File: src/rtl/core_sequencer_if.sv
// Program-load stream into the sequencer and the instruction-memory write port it drives.
// A word transfers on a rising edge where ld_valid && ld_ready; ld_data/ld_last are meaningful only while ld_valid is high.
interface core_sequencer_if;
  logic       ld_valid;
  logic [8:0] ld_data;
  logic       ld_last;
  logic       ld_ready;
  logic       imem_we;
  logic [7:0] imem_waddr;
  logic [8:0] imem_wdata;

  modport master (
    output ld_valid, ld_data, ld_last,
    input  ld_ready, imem_we, imem_waddr, imem_wdata
  );

  modport slave (
    input  ld_valid, ld_data, ld_last,
    output ld_ready, imem_we, imem_waddr, imem_wdata
  );
endinterface

File: src/rtl/core_sequencer.sv
// Run controller for the 8-bit core: loads imem, holds core reset, runs until HALT or budget timeout.
// fsm_state exposes the current FSM state encoding for observation.
module core_sequencer #(
  parameter int          IMEM_DEPTH = 256,
  parameter logic [5:0]  HALT_OP    = 6'b111111,
  parameter int          RST_CYCLES = 2,
  parameter logic [15:0] MAX_CYCLES = 16'hFFFF
) (
  input  logic             clk,
  input  logic             rst,
  input  logic             start,
  input  logic             load,
  input  logic             abort,
  core_sequencer_if.slave  ld,
  input  logic [8:0]       inst,
  input  logic             core_memwrite,
  output logic             dmem_we,
  output logic             core_rst,
  output logic             busy,
  output logic             done,
  output logic             timeout,
  output logic [15:0]      cycle_count,
  output logic [2:0]       fsm_state
);

  typedef enum logic [2:0] {
    S_IDLE = 3'd0,
    S_LOAD = 3'd1,
    S_CRST = 3'd2,
    S_RUN  = 3'd3,
    S_DONE = 3'd4
  } state_t;

  localparam int        CW        = (RST_CYCLES > 1) ? $clog2(RST_CYCLES) : 1;
  localparam logic [CW-1:0] CRST_LAST = CW'(RST_CYCLES - 1);
  localparam logic [7:0]    LAST_ADDR = 8'(IMEM_DEPTH - 1);

  state_t        state_q, state_d;
  logic [7:0]    addr_q;
  logic [15:0]   cycle_q;
  logic [15:0]   cycle_inc;
  logic [CW-1:0] crst_q;
  logic          timeout_q;

  logic run_start;
  logic word_acc;
  logic run_tick;
  logic to_hit;

  // Low opcode-operand bits never influence sequencing.
  logic unused_inst_bits;
  assign unused_inst_bits = ^inst[2:0];

  always_ff @(posedge clk) begin
    if (rst) state_q <= S_IDLE;
    else     state_q <= state_d;
  end

  always_comb begin
    state_d   = state_q;
    run_start = 1'b0;
    word_acc  = 1'b0;
    run_tick  = 1'b0;
    to_hit    = 1'b0;
    cycle_inc = cycle_q + 16'd1;
    case (state_q)
      S_IDLE, S_DONE: begin
        if (start) begin
          run_start = 1'b1;
          state_d   = load ? S_LOAD : S_CRST;
        end
      end
      S_LOAD: begin
        if (ld.ld_valid) begin
          word_acc = 1'b1;
          if (ld.ld_last || (addr_q == LAST_ADDR)) state_d = S_CRST;
        end
      end
      S_CRST: begin
        if (crst_q == CRST_LAST) state_d = S_RUN;
      end
      S_RUN: begin
        run_tick = 1'b1;
        // HALT wins when it lands on the last budgeted cycle.
        if (inst[8:3] == HALT_OP) begin
          state_d = S_DONE;
        end else if (cycle_inc == MAX_CYCLES) begin
          state_d = S_DONE;
          to_hit  = 1'b1;
        end
      end
      default: state_d = S_IDLE;
    endcase
    if (abort) begin
      state_d   = S_IDLE;
      run_start = 1'b0;
      word_acc  = 1'b0;
      run_tick  = 1'b0;
      to_hit    = 1'b0;
    end
  end

  always_ff @(posedge clk) begin
    if (rst) begin
      addr_q    <= 8'd0;
      cycle_q   <= 16'd0;
      timeout_q <= 1'b0;
      crst_q    <= '0;
    end else begin
      if (abort) begin
        timeout_q <= 1'b0;
      end else if (run_start) begin
        addr_q    <= 8'd0;
        cycle_q   <= 16'd0;
        timeout_q <= 1'b0;
      end
      if (word_acc) addr_q <= addr_q + 8'd1;
      if (run_tick) begin
        cycle_q <= cycle_inc;
        if (to_hit) timeout_q <= 1'b1;
      end
      // Counter idles at zero so every CRST entry starts a fresh hold.
      if (state_q == S_CRST) crst_q <= crst_q + CW'(1);
      else                   crst_q <= '0;
    end
  end

  assign ld.ld_ready   = (state_q == S_LOAD);
  assign ld.imem_we    = ld.ld_valid & ld.ld_ready;
  assign ld.imem_waddr = addr_q;
  assign ld.imem_wdata = ld.ld_data;

  assign dmem_we     = core_memwrite & (state_q == S_RUN);
  assign core_rst    = (state_q != S_RUN);
  assign busy        = (state_q != S_IDLE) && (state_q != S_DONE);
  assign done        = (state_q == S_DONE);
  assign timeout     = timeout_q;
  assign cycle_count = cycle_q;
  assign fsm_state   = state_q;

endmodule
File: src/flat_wrapper.sv
// flat-port wrapper written by rule: the top's interface ports become plain ports
module core_sequencer_flat 
#(
  parameter int          IMEM_DEPTH = 256,
  parameter logic [5:0]  HALT_OP    = 6'b111111,
  parameter int          RST_CYCLES = 2,
  parameter logic [15:0] MAX_CYCLES = 16'hFFFF
)
  (clk, rst, start, load, abort, inst, core_memwrite, dmem_we, core_rst, busy, done, timeout, cycle_count, fsm_state, ld_ld_valid, ld_ld_data, ld_ld_last, ld_ld_ready, ld_imem_we, ld_imem_waddr, ld_imem_wdata);
  core_sequencer_if ld_i ();
  input  logic clk;
  input  logic rst;
  input  logic start;
  input  logic load;
  input  logic abort;
  input  logic [8:0] inst;
  input  logic core_memwrite;
  output logic dmem_we;
  output logic core_rst;
  output logic busy;
  output logic done;
  output logic timeout;
  output logic [15:0] cycle_count;
  output logic [2:0] fsm_state;
  input wire logic [$bits(ld_i.ld_valid)-1:0] ld_ld_valid;
  input wire logic [$bits(ld_i.ld_data)-1:0] ld_ld_data;
  input wire logic [$bits(ld_i.ld_last)-1:0] ld_ld_last;
  output wire logic [$bits(ld_i.ld_ready)-1:0] ld_ld_ready;
  output wire logic [$bits(ld_i.imem_we)-1:0] ld_imem_we;
  output wire logic [$bits(ld_i.imem_waddr)-1:0] ld_imem_waddr;
  output wire logic [$bits(ld_i.imem_wdata)-1:0] ld_imem_wdata;
  assign ld_i.ld_valid = ld_ld_valid;
  assign ld_i.ld_data = ld_ld_data;
  assign ld_i.ld_last = ld_ld_last;
  assign ld_ld_ready = ld_i.ld_ready;
  assign ld_imem_we = ld_i.imem_we;
  assign ld_imem_waddr = ld_i.imem_waddr;
  assign ld_imem_wdata = ld_i.imem_wdata;
  core_sequencer #(.IMEM_DEPTH(IMEM_DEPTH), .HALT_OP(HALT_OP), .RST_CYCLES(RST_CYCLES), .MAX_CYCLES(MAX_CYCLES)) u_core (.clk(clk), .rst(rst), .start(start), .load(load), .abort(abort), .ld(ld_i), .inst(inst), .core_memwrite(core_memwrite), .dmem_we(dmem_we), .core_rst(core_rst), .busy(busy), .done(done), .timeout(timeout), .cycle_count(cycle_count), .fsm_state(fsm_state));
endmodule
File: config.mk
export PLATFORM = sky130hd
export DESIGN_NAME = core_sequencer_flat
export DESIGN_NICKNAME = d
export VERILOG_FILES = /design/src/rtl/core_sequencer_if.sv /design/src/rtl/core_sequencer.sv /design/src/flat_wrapper.sv
export SDC_FILE = /design/constraint.sdc
export NUM_CORES = 1
export LEC_CHECK = 0
export BUFFER_PORTS_ARGS = -buffer_cell sky130_fd_sc_hd__buf_2
export CAP_MARGIN = 40
export CORE_MARGIN = 5
export CORE_UTILIZATION = 44
export CTS_CLUSTER_SIZE = 14
export DETAILED_ROUTE_END_ITERATION = 12
export PLACE_DENSITY = 0.76
export REMOVE_ABC_BUFFERS = 1
export SKIP_LAST_GASP = 1
export SYNTH_ARGS = -nofsm -noshare
export SYNTH_HDL_FRONTEND = slang
export SYNTH_SLANG_ARGS = --single-unit
File: constraint.sdc
create_clock -name clk -period 1.9 [get_ports clk]
set_input_delay 0.38 -clock clk [delete_from_list [all_inputs] [get_ports clk]]
set_output_delay 0.38 -clock clk [all_outputs]
set_load 0.01 [all_outputs]
# Word-level counts from Yosys, hierarchy flattened
# Cells that the tools add are included.
op_classes:
  n_addsub: 3
  n_eq_ne: 16
  mux: 30
  bitwise_logic: 3
  n_reduce_logical: 12
ops:
  columns: ["op", "count"]
  rows:
  - ["16-bit 2-to-1 mux", 3]
  - ["8-bit 2-to-1 mux", 3]
  - ["3-bit 2-to-1 mux", 6]
  - ["16-bit by 1-bit adder with 16-bit output, second input constant", 1]
  - ["16-bit == test, second input constant", 1]
  - ["1-bit 2-to-1 mux", 16]
  - ["3-bit one-hot mux with 4 select lines", 1]
  - ["8-bit by 1-bit adder with 8-bit output, second input constant", 1]
  - ["8-bit == test, second input constant", 1]
  - ["3-bit by 2-bit == test with 1-bit output, second input constant", 2]
  - ["6-bit == test, second input constant", 1]
  - ["2-bit by 1-bit inequality test with 1-bit output, second input constant", 3]
  - ["2-bit inequality test, second input constant", 3]
  - ["2-bit OR reduction", 3]
  - ["5-bit AND reduction", 1]
  - ["2-bit AND reduction", 2]
  - ["2-bit nonzero test", 2]
  - ["3-bit by 1-bit == test with 1-bit output, second input constant", 1]
  - ["3-bit == test, second input constant", 1]
  - ["3-bit logical NOT", 1]
  - ["3-bit by 1-bit inequality test with 1-bit output, second input constant", 1]
  - ["3-bit by 2-bit inequality test with 1-bit output, second input constant", 1]
  - ["3-bit inequality test, second input constant", 1]
  - ["3-bit nonzero test", 1]
  - ["6 further kinds", 7]
word_totals:
  reg_bits: 29
  in_bits: 26
  elab_cells: 69

# Logic depth before layout (Yosys ltp)
# Gate-level depths: netlist of run 1.
logic_depth:
  word_depth: 8
  mapped_depth: 9
  ltp_nobuf: 7

# Worst setup path after synthesis of run 1
# Ideal clock, no wire load.
synth_path:
  kind: "reg-to-reg"
  start: "register u_core.addr_q[0] (netlist: u_core.ld.imem_waddr[0])"
  end: "register u_core.state_q[2] (netlist: u_core.fsm_state[2])"
  arrival_ps: 1997
  t_required_ps: 1842
  setup_slack_ps: -155
  path_stages_with_launch: 7
  path_buffers: 0
  period_less_slack_ps: 2055
  cell_sequence: "dfxtp_1 ha_1 nand3_2 o311a_4 or3_4 a2111oi_2 o21a_1"
synth_via:
  elab_chain_len: 4
synth_rtl:
  columns: ["element", "line", "source"]
  rows:
  - ["from (decl)", "core_sequencer.sv:39", "logic [7:0] addr_q;"]
  - ["from (signal assigned)", "core_sequencer.sv:117", "if (word_acc) addr_q <= addr_q + 8'd1;"]
  - ["8-bit == test", "core_sequencer.sv:76", "if (ld.ld_last || (addr_q == LAST_ADDR)) state_d = S_CRST;"]
  - ["1-bit logical OR", "core_sequencer.sv:76", null]
  - ["2-bit inequality test (no line)", null, null]
  - ["5-bit AND reduction (no line)", null, null]
  - ["to (signal assigned)", "core_sequencer.sv:56", "else state_q <= state_d;"]
  - ["to (decl)", "core_sequencer.sv:38", "state_t state_q, state_d;"]
# No other way between the ends.
# A chain may end at the register's enable or synchronous reset.

# Worst setup path in the final report of run 1
# Ends and elaborated chain as after synthesis.

==> results of run 1 <==
registers in the layout, indices dropped and copies added, names as in the netlist:
name and cells:
u_core.crst_q 1, u_core.timeout 1, u_core.cycle_count 16, u_core.ld.imem_waddr 8, u_core.fsm_state 3
final timing paths:
kind / endpoint / slack, ns / depth (start not counted)
setup / recovery: u_core.fsm_state[2] / 0.003 / 7
hold / removal: u_core.cycle_count[0] / 0.44 / 2
hold reg to reg: u_core.crst_q / 0.45 / 1
setup reg to reg: u_core.fsm_state[2] / 0.003 / 7
metrics by stage:
stage	setup slack, ns	hold WS (ns)	cells
after floorplan	-0.155	0.413	209
after global placement	-0.0375	0.433	334
after detailed placement	-0.0792	0.432	334
after CTS	-0.0275	0.425	341
after global routing	-0.0492	0.444	341
final	0.00331	0.437	341
area by class of cell:
class / instances / area, sq um
Fill cell: 387 / 1690
Multi-Input combinational cell: 170 / 1120
Sequential cell: 29 / 587
Timing Repair Buffer: 75 / 445
Clock buffer: 7 / 86.3
Tap cell: 50 / 62.6
Inverter: 10 / 37.5
cell usage after synthesis, types with 3 or more instances:
master,n
nand3_1,7
nand2_1,15
buf_4,11
a31oi_1,3
buf_2,3
nor2b_1,3
nor2_1,26
and2_1,4
nor3_1,4
nand2b_1,3
clkbuf_1,7
and4_1,4
ha_1,3
nor4_1,4
inv_1,10
a311oi_1,4
nand3b_1,6
a211oi_1,3
and3_1,3
nand4_1,7
a21oi_1,23
dfxtp_1,29
o21ai_0,15
critical path: stages, from the launching register on:
cell,delay [ns]
dfxtp_2,0.35
ha_4,0.14
nand3_2,0.09
o311a_4,0.39
buf_4,0.14
nor4_1,0.46
a2111oi_4,0.10
o21a_1,0.12
logic make-up after synthesis:
| kind of cell | share of synthesized area [%] |
|---|---|
| and+or+nand+nor | 30.5 |
| AOI/OAI and AO/OA | 24.3 |
| buffers and inverters | 9.97 |
| DFF | 31.7 |
| adders and majority gates | 2.05 |
| xor gates and xnor gates | 0.956 |
| muxes | 0.546 |
power by group through the flow:
stage	registers (mW)	clock network (mW)	logic, mW
final	0.624	0.516	0.147
after global routing	0.625	0.550	0.160
after CTS	0.623	0.528	0.141
after detailed placement	0.636	0	0.135
after global placement	0.636	0	0.133
after floorplan	0.638	0	0.0694
metal layers:
layer,vias to the layer above,GRT usage (%),wire length (um)
met4,0,7.91,76
met3,10,7.43,357
met2,76,29.7,2340
li1,955,-,-
met5,-,0,0
met1,893,21.3,2090
repair_timing:
| item | in CTS | in global routing |
|---|---|---|
| endpoints found under the setup margin | 3 | 16 |
| gates cloned | 0 | 0 |
| gates resized for setup | 5 | 8 |
| endpoints found under the hold margin | 0 | 0 |
| pin swaps | 1 | 3 |
==> metrics.yaml, run 1 <==
status:
  status: "complete, no violations"
detailed_routing:
  drtPass1Iterations: 5
  viasPerCell: 5.67
  routedWlPerCell_um: 14.3
  ant_nets: 0
  vias: 1934
  drc: 0
  drtIter0Drc: 114
  totalWireLength_um: 4870
floorplan:
  core_area_sq_um: 4030
  ios: 69
  die_y_um: 74.5
  die_x_um: 74.5
  die_area_sq_um: 5550
  rows: 23
  start_util_pct: 45.5
min_path:
  hold_start: "rst"
  min_path_type: "in2reg"
worst_setup_path:
  cp.arrival_ns: 2.07
  cp.required_ns: 2.07
  worstPathMaxFanout: 3
  path_class: "reg2reg"
  r2r-start: "u_core.ld.imem_waddr[0]"
  startpoint_type: "register"
  crit_start: "u_core.ld.imem_waddr[0]"
  endpoint_kind: "register"
synth:
  syn_inst: 233
  async_reset_ff_share_pct: 0
  ys_types: 54
  yosys-top-cells-area: "dfxtp_1, a21oi_1, nor2_1"
  ys_seq_area_share_pct: 31.7
  ys.flop_type: "dfxtp_1"
  synth_top_area_share_pct: 31.7
  yosys_warnings: 0
  yosys.area.top_type: "dfxtp_1"
  syn_area_sq_um: 1830
  ys_ff_latch: 29
  synth-edff-count: 0
  syn_avg_cell_area_sq_um: 7.86
global_routing:
  grt_pass1_wl_um: 8050
  gr-usage-all-layers_pct: 18.3
  grt_pass1_vias: 1865
  grt_max_degree: 17
  grt_remaining_overflow: 0
  antenna_found_initial: 0
timing:
  period_minus_slack_ns: 1.90
  rsz0062_at_grt: "yes"
  hold_violations: 0
  tightestPinTransition_ns: 0.491
  relSlewSlack_pct: 67.0
  skew_ns: 0.00273
  setup_tns_ns: 0
  slew_viol_final: 0
  setup_viol: 0
  timing.fmax_mhz: 527
  fin_crit_sh_pct: 99.8
layout:
  finish.instance_area_sq_um: 2340
  syn2layout_area_growth_pct: 27.5
  antennaDiodeCount: 0
  post-route-util_pct: 58.0
  layout_common_cells: "buf_2, buf_4, nor2_1, dfxtp_1, a21oi_1"
  final_common_cell: "buf_2"
  drive_above_1_share_pct: 35.7
  nets: 320
cts:
  cts_max_path_buffers: 2
  cts_root_buf: "clkbuf_8"
  tritoncts: "done"
  path_clk_slew_ns: 0.06
  htree_num_levels: 2
  clk_latency_ns: 0.28
  post-cts-setup-buffers: 0
  cts.hold.buffers_added: 0
  cts_sinks: 29
  cts_buffers: 5
placement:
  dpl_cell_area_sq_um: 2190
  gp_congestion: 0.821
  dpl.hpwl_um: 3480
  portBuffers: 47
pwr:
  pwr_density_cell_nw_per_um2: 551
  p_total_mw: 1.29
  peakVddDrop_mv: 0.313
  p_comb_share_pct: 11.4
  internal-power_uw: 963
  switching_share_pct: 25.2
  power.leakage_nw: 1.02
  switchingPower_uw: 325
  p_seq_share_pct: 48.5
  clockPowerShare_pct: 40.1
flow_run:
  maxCapViolCount: 0
Power figures use the tool's default switching activity.
==> run 2, diff against run 1 <==
--- a/config.mk
+++ b/config.mk
@@ -8,10 +8,10 @@
 export BUFFER_PORTS_ARGS = -buffer_cell sky130_fd_sc_hd__buf_2
 export CAP_MARGIN = 40
 export CORE_MARGIN = 5
-export CORE_UTILIZATION = 44
+export CORE_UTILIZATION = 53
 export CTS_CLUSTER_SIZE = 14
 export DETAILED_ROUTE_END_ITERATION = 12
-export PLACE_DENSITY = 0.76
+export PLACE_DENSITY = 0.85
 export REMOVE_ABC_BUFFERS = 1
 export SKIP_LAST_GASP = 1
 export SYNTH_ARGS = -nofsm -noshare
==> constraint.sdc (replaced) <==
create_clock -name clk -period 2.3 [get_ports clk]
set_input_delay 0.46 -clock clk [delete_from_list [all_inputs] [get_ports clk]]
set_output_delay 0.46 -clock clk [all_outputs]
set_load 0.01 [all_outputs]
==> metrics.yaml, run 2 (synthesized netlist as in run 1, its figures left out) <==
timing:
  setup_viol: 0  # unchanged
  setup_tns_ns: 0  # unchanged
  timing.fmax_mhz: 470  # -11%
  slew_viol_final: 0  # unchanged
  period_minus_slack_ns: 2.13  # +0.232 ns
  rsz0062_at_grt: "no"
  tightestPinTransition_ns: 0.614  # +0.123 ns
  fin_crit_sh_pct: 92.6  # -7.3 points
  hold_violations: 0  # unchanged
  relSlewSlack_pct: 58.9  # -8.1 points
  skew_ns: 0.0111  # +0.00835 ns
detailed_routing:
  ant_nets: 0  # unchanged
  vias: 1834  # -5.2%
  totalWireLength_um: 4400  # -9.6%
  viasPerCell: 5.77  # +1.7%
  drc: 0  # unchanged
  drtIter0Drc: 163  # +43%
  routedWlPerCell_um: 13.8  # -3.1%
  drtPass1Iterations: 4  # -1
layout:
  antennaDiodeCount: 0  # unchanged
  final_common_cell: "buf_2"
  layout_common_cells: "buf_2, dfxtp_1, nor2_1"
  largest_reg_flops: 16  # unchanged
  fillers: 313  # -19%
  post-route-util_pct: 63.2  # +5.2 points
  syn2layout_area_growth_pct: 15.2
  drive_above_1_share_pct: 28.3  # -7.4 points
  nets: 300  # -6.3%
worst_setup_path:
  r2r-start: "u_core.ld.imem_waddr[0]"
  rrSetupSlack_ns: 0.17  # +0.17 ns
  startpoint_type: "register"
  endpoint_kind: "register"
  worstPathMaxFanout: 5  # +2
  reg2regPathDepth: 6  # -1
  r2r-end: "u_core.fsm_state[2]"
  path_class: "reg2reg"
  cp.required_ns: 2.56  # +0.49 ns
  cp.arrival_ns: 2.39  # +0.32 ns
cts:
  ctsResizeCount: 0  # -5
  cts_max_path_buffers: 2  # unchanged
  clk_latency_ns: 0.32  # +0.04 ns
  cts_root_buf: "clkbuf_4"
  cts.hold.buffers_added: 0  # unchanged
  tritoncts: "done"
  cts_sinks: 29  # unchanged
  cts_buffers: 5  # unchanged
  htree_num_levels: 2  # unchanged
  path_clk_slew_ns: 0.10  # +0.04 ns
  post-cts-setup-buffers: 0  # unchanged
pwr:
  pwr_density_cell_nw_per_um2: 461  # -16%
  peakVddDrop_mv: 0.436  # +39%
  power.leakage_nw: 0.917  # -9.9%
floorplan:
  core_area_sq_um: 3340  # -17%
  start_util_pct: 54.9  # +9.4 points
  die_y_um: 68.8  # -7.7%
  ios: 69  # unchanged
  die_x_um: 68.8  # -7.7%
  die_area_sq_um: 4730  # -15%
  rows: 21  # -8.7%
placement:
  gp_congestion: 0.861  # +4.9%
  portBuffers: 47  # unchanged
  dpl.hpwl_um: 3210  # -7.7%
global_routing:
  grt_pass1_vias: 1652  # -11%
  grt_remaining_overflow: 0  # unchanged
  grt_max_degree: 18  # +1
  gr-usage-all-layers_pct: 20.4  # +2.1 points
  antenna_found_initial: 0  # unchanged
  grt_pass1_wl_um: 7440  # -7.6%
status:
  status: "complete, no violations"
min_path:
  holdPathStages: 1  # -1
  min_path_type: "reg2reg"
  hold_start: "u_core.crst_q"
  hold_end: "u_core.crst_q"
flow_run:
  maxCapViolCount: 0  # unchanged
==> run 2: worst max path at each step <==
stage / startpoint / to
after floorplan: u_core.ld.imem_waddr[0] / u_core.fsm_state[2]
after global placement: u_core.ld.imem_waddr[0] / u_core.fsm_state[2]
after detailed placement: u_core.ld.imem_waddr[0] / u_core.fsm_state[2]
after CTS: u_core.ld.imem_waddr[0] / u_core.fsm_state[2]
after global routing: u_core.ld.imem_waddr[0] / u_core.fsm_state[2]
final: u_core.ld.imem_waddr[0] / u_core.fsm_state[2]
==> run 2: area by class of cell <==
class / count / area [sq um] / share of cell area (%)
multi-input cells: 170 / 1070 / 50.7
flip-flops and latches: 29 / 581 / 27.5
repair buffers: 55 / 295 / 14.0
clock buffers: 7 / 65.1 / 3.08
well taps: 46 / 57.6 / 2.73
inverters: 10 / 37.5 / 1.78
clock inverters: 1 / 5.00 / 0.237
==> run 2: power breakdown <==
| part | total, mW | switching, mW | internal, mW | leakage (nW) |
|---|---|---|---|---|
| Sequential | 0.515 | 0.00882 | 0.506 | 0.234 |
| Combinational | 0.104 | 0.0611 | 0.0425 | 0.642 |
| Clock | 0.354 | 0.177 | 0.177 | 0.0413 |
==> run 2: per-layer routing <==
layer / GRT usage [%] / share of wire, % / routed length (um) / up-vias
met5: 0 / 0 / 0 / -
met4: 8.27 / 1.4 / 63 / 0
met3: 6.00 / 8.2 / 363 / 6
met2: 32.3 / 46 / 2010 / 82
met1: 25.9 / 45 / 1960 / 833
li1: - / - / - / 913
==> run 2: critical path, cell delays in order, from the launching register on <==
cell and delay [ns]:
dfxtp_1 0.40, ha_1 0.22, nand3_2 0.12, o311a_4 0.41, or3_4 0.40, a2111oi_2 0.36
o21a_1 0.15
==> run 2: through the flow <==
step | cell area [sq um] | setup WS (ns) | power (mW) | hold slack [ns] | instances
after floorplan | 1690 | 0.245 | 0.584 | 0.413 | 209
after global placement | 2040 | 0.239 | 0.628 | 0.433 | 310
after detailed placement | 2040 | 0.199 | 0.631 | 0.437 | 310
after CTS | 2110 | 0.166 | 0.984 | 0.458 | 318
after global routing | 2110 | 0.0446 | 1.02 | 0.473 | 318
final | 2110 | 0.171 | 0.973 | 0.469 | 318
==> run 3, diff against run 2 <==
--- a/config.mk
+++ b/config.mk
@@ -12,6 +12,7 @@
 export CTS_CLUSTER_SIZE = 14
 export DETAILED_ROUTE_END_ITERATION = 12
 export PLACE_DENSITY = 0.85
+export RECOVER_POWER = 25
 export REMOVE_ABC_BUFFERS = 1
 export SKIP_LAST_GASP = 1
 export SYNTH_ARGS = -nofsm -noshare
==> metrics.yaml, run 3 (synthesized netlist as in run 1, its figures left out) <==
status:
  status: "complete, no violations"
cts:
  cts_max_path_buffers: 2  # unchanged
  cts_root_buf: "clkbuf_4"
  ctsResizeCount: 0  # unchanged
  cts_sinks: 29  # unchanged
  htree_num_levels: 2  # unchanged
  post-cts-setup-buffers: 0  # unchanged
  clk_latency_ns: 0.32  # about the same
  path_clk_slew_ns: 0.10  # about the same
  tritoncts: "done"
  cts_buffers: 5  # unchanged
  cts.hold.buffers_added: 0  # unchanged
pwr:
  power.leakage_nw: 0.882  # -3.9%
  peakVddDrop_mv: 0.437  # about the same
  pwr_density_cell_nw_per_um2: 464  # +0.51%
  internal-power_uw: 726  # about the same
  p_total_uw: 974  # about the same
  switchingPower_uw: 248  # +0.13%
  p_comb_share_pct: 10.7  # about the same
  clockPowerShare_pct: 36.4  # about the same
  p_seq_share_pct: 52.9  # about the same
  switching_share_pct: 25.4  # about the same
timing:
  fin_crit_sh_pct: 92.6  # about the same
  hold_violations: 0  # unchanged
  timing.fmax_mhz: 470  # about the same
  skew_ns: 0.0112  # +0.0000707 ns
  tightestPinTransition_ns: 0.618  # +0.00481 ns
  setup_ws_ns: 0.171  # +0.0000270 ns
  period_minus_slack_ns: 2.13  # -0.0000270 ns
  setup_tns_ns: 0  # unchanged
  relSlewSlack_pct: 58.6  # -0.32 points
  rsz0062_at_grt: "no"
  slew_viol_final: 0  # unchanged
  setup_viol: 0  # unchanged
floorplan:
  die_area_sq_um: 4730  # unchanged
  ios: 69  # unchanged
  die_x_um: 68.8  # unchanged
  core_area_sq_um: 3340  # unchanged
  start_util_pct: 54.9  # unchanged
  rows: 21  # unchanged
  die_y_um: 68.8  # unchanged
layout:
  post-route-util_pct: 62.9  # -0.30 points
  fin_cells: 318  # unchanged
  layout_common_cells: "buf_2, dfxtp_1, nor2_1"
  antennaDiodeCount: 0  # unchanged
  final_common_cell: "buf_2"
  syn2layout_area_growth_pct: 14.6
  largest_reg_flops: 16  # unchanged
  fillers: 321  # +2.6%
  nets: 300  # unchanged
  drive_above_1_share_pct: 25.4  # -2.9 points
worst_setup_path:
  crit_path_end: "u_core.fsm_state[2]"
  r2r-end: "u_core.fsm_state[2]"
  crit_start: "u_core.ld.imem_waddr[0]"
  startpoint_type: "register"
  cp.arrival_ns: 2.39  # about the same
  endpoint_kind: "register"
  rrSetupSlack_ns: 0.17  # about the same
  cp.required_ns: 2.56  # about the same
  reg2regPathDepth: 6  # unchanged
  r2r-start: "u_core.ld.imem_waddr[0]"
  path_class: "reg2reg"
  worstPathMaxFanout: 5  # unchanged
global_routing:
  antenna_found_initial: 0  # unchanged
  grt_remaining_overflow: 0  # unchanged
  grt_max_degree: 18  # unchanged
  gr-usage-all-layers_pct: 20.4  # unchanged
  grt_pass1_wl_um: 7440  # unchanged
  grt_pass1_vias: 1652  # unchanged
flow_run:
  maxCapViolCount: 0  # unchanged
placement:
  dp.cells: 310  # unchanged
  portBuffers: 47  # unchanged
  dpl.hpwl_um: 3210  # unchanged
  gp_congestion: 0.861  # unchanged
  pre_cts_slack_ns: 0.199  # unchanged
detailed_routing:
  ant_nets: 0  # unchanged
  routedWlPerCell_um: 14.0  # +0.86%
  drc: 0  # unchanged
  drtPass1Iterations: 4  # unchanged
  viasPerCell: 5.78  # +0.16%
  totalWireLength_um: 4440  # +0.86%
  vias: 1837  # +0.16%
  drtIter0Drc: 130  # -20%
min_path:
  min_path_type: "reg2reg"
-- run 3: changes by cell type in the layout (fill, tap and decap cells not counted), sizes merged --
cell,previous run,this run
clkbuf,7,15
buf,55,47
-- run 3: final cells by class --
class                   instances  area, sq um  area share (%)
well taps                      46         57.6            2.74
flip-flops and latches         29          581            27.7
repair buffers                 55          285            13.6
clock inverters                 1         5.00           0.238
inverters                      10         37.5            1.79
clock buffers                   7         65.1            3.10
multi-input cells             170         1070            50.9
-- run 3: power by group through the flow --
stage                     Combinational [mW]  Sequential (mW)  Clock (mW)
after floorplan                       0.0574            0.527           0
after global placement                 0.102            0.526           0
after detailed placement               0.104            0.527           0
after CTS                              0.104            0.515       0.365
after global routing                   0.116            0.517       0.388
final                                  0.104            0.515       0.355
-- run 3: through the flow --
stage / cell area [sq um] / hold slack [ns]
2_1_floorplan: 1690 / 0.413
3_3_place_gp: 2040 / 0.433
3_5_place_dp: 2040 / 0.437
4_1_cts: 2110 / 0.458
5_1_grt: 2100 / 0.473
6_report: 2100 / 0.469
-- run 3: how the worst min path moves through the flow --
stage	end	start	slack, ns	depth (start not counted)
after CTS	u_core.crst_q	u_core.crst_q	0.46	1
after detailed placement	u_core.crst_q	u_core.crst_q	0.44	1
after global routing	u_core.crst_q	u_core.crst_q	0.47	1
after global placement	u_core.crst_q	u_core.crst_q	0.43	1
final	u_core.crst_q	u_core.crst_q	0.47	1
after floorplan	u_core.crst_q	u_core.crst_q	0.41	1
-- run 3: routing by layer --
layer / GRT usage [%] / up-vias / share of wire, %
li1: - / 914 / -
met1: 25.9 / 836 / 44
met2: 32.3 / 81 / 46
met3: 6.00 / 6 / 8.7
met4: 8.27 / 0 / 1.4
met5: 0 / - / 0
-- run 3: worst max-delay path: stages (launching register included) --
cell	delay, ns
dfxtp_1	0.40
ha_1	0.22
nand3_2	0.12
o311a_4	0.41
or3_4	0.40
a2111oi_2	0.36
o21a_1	0.15
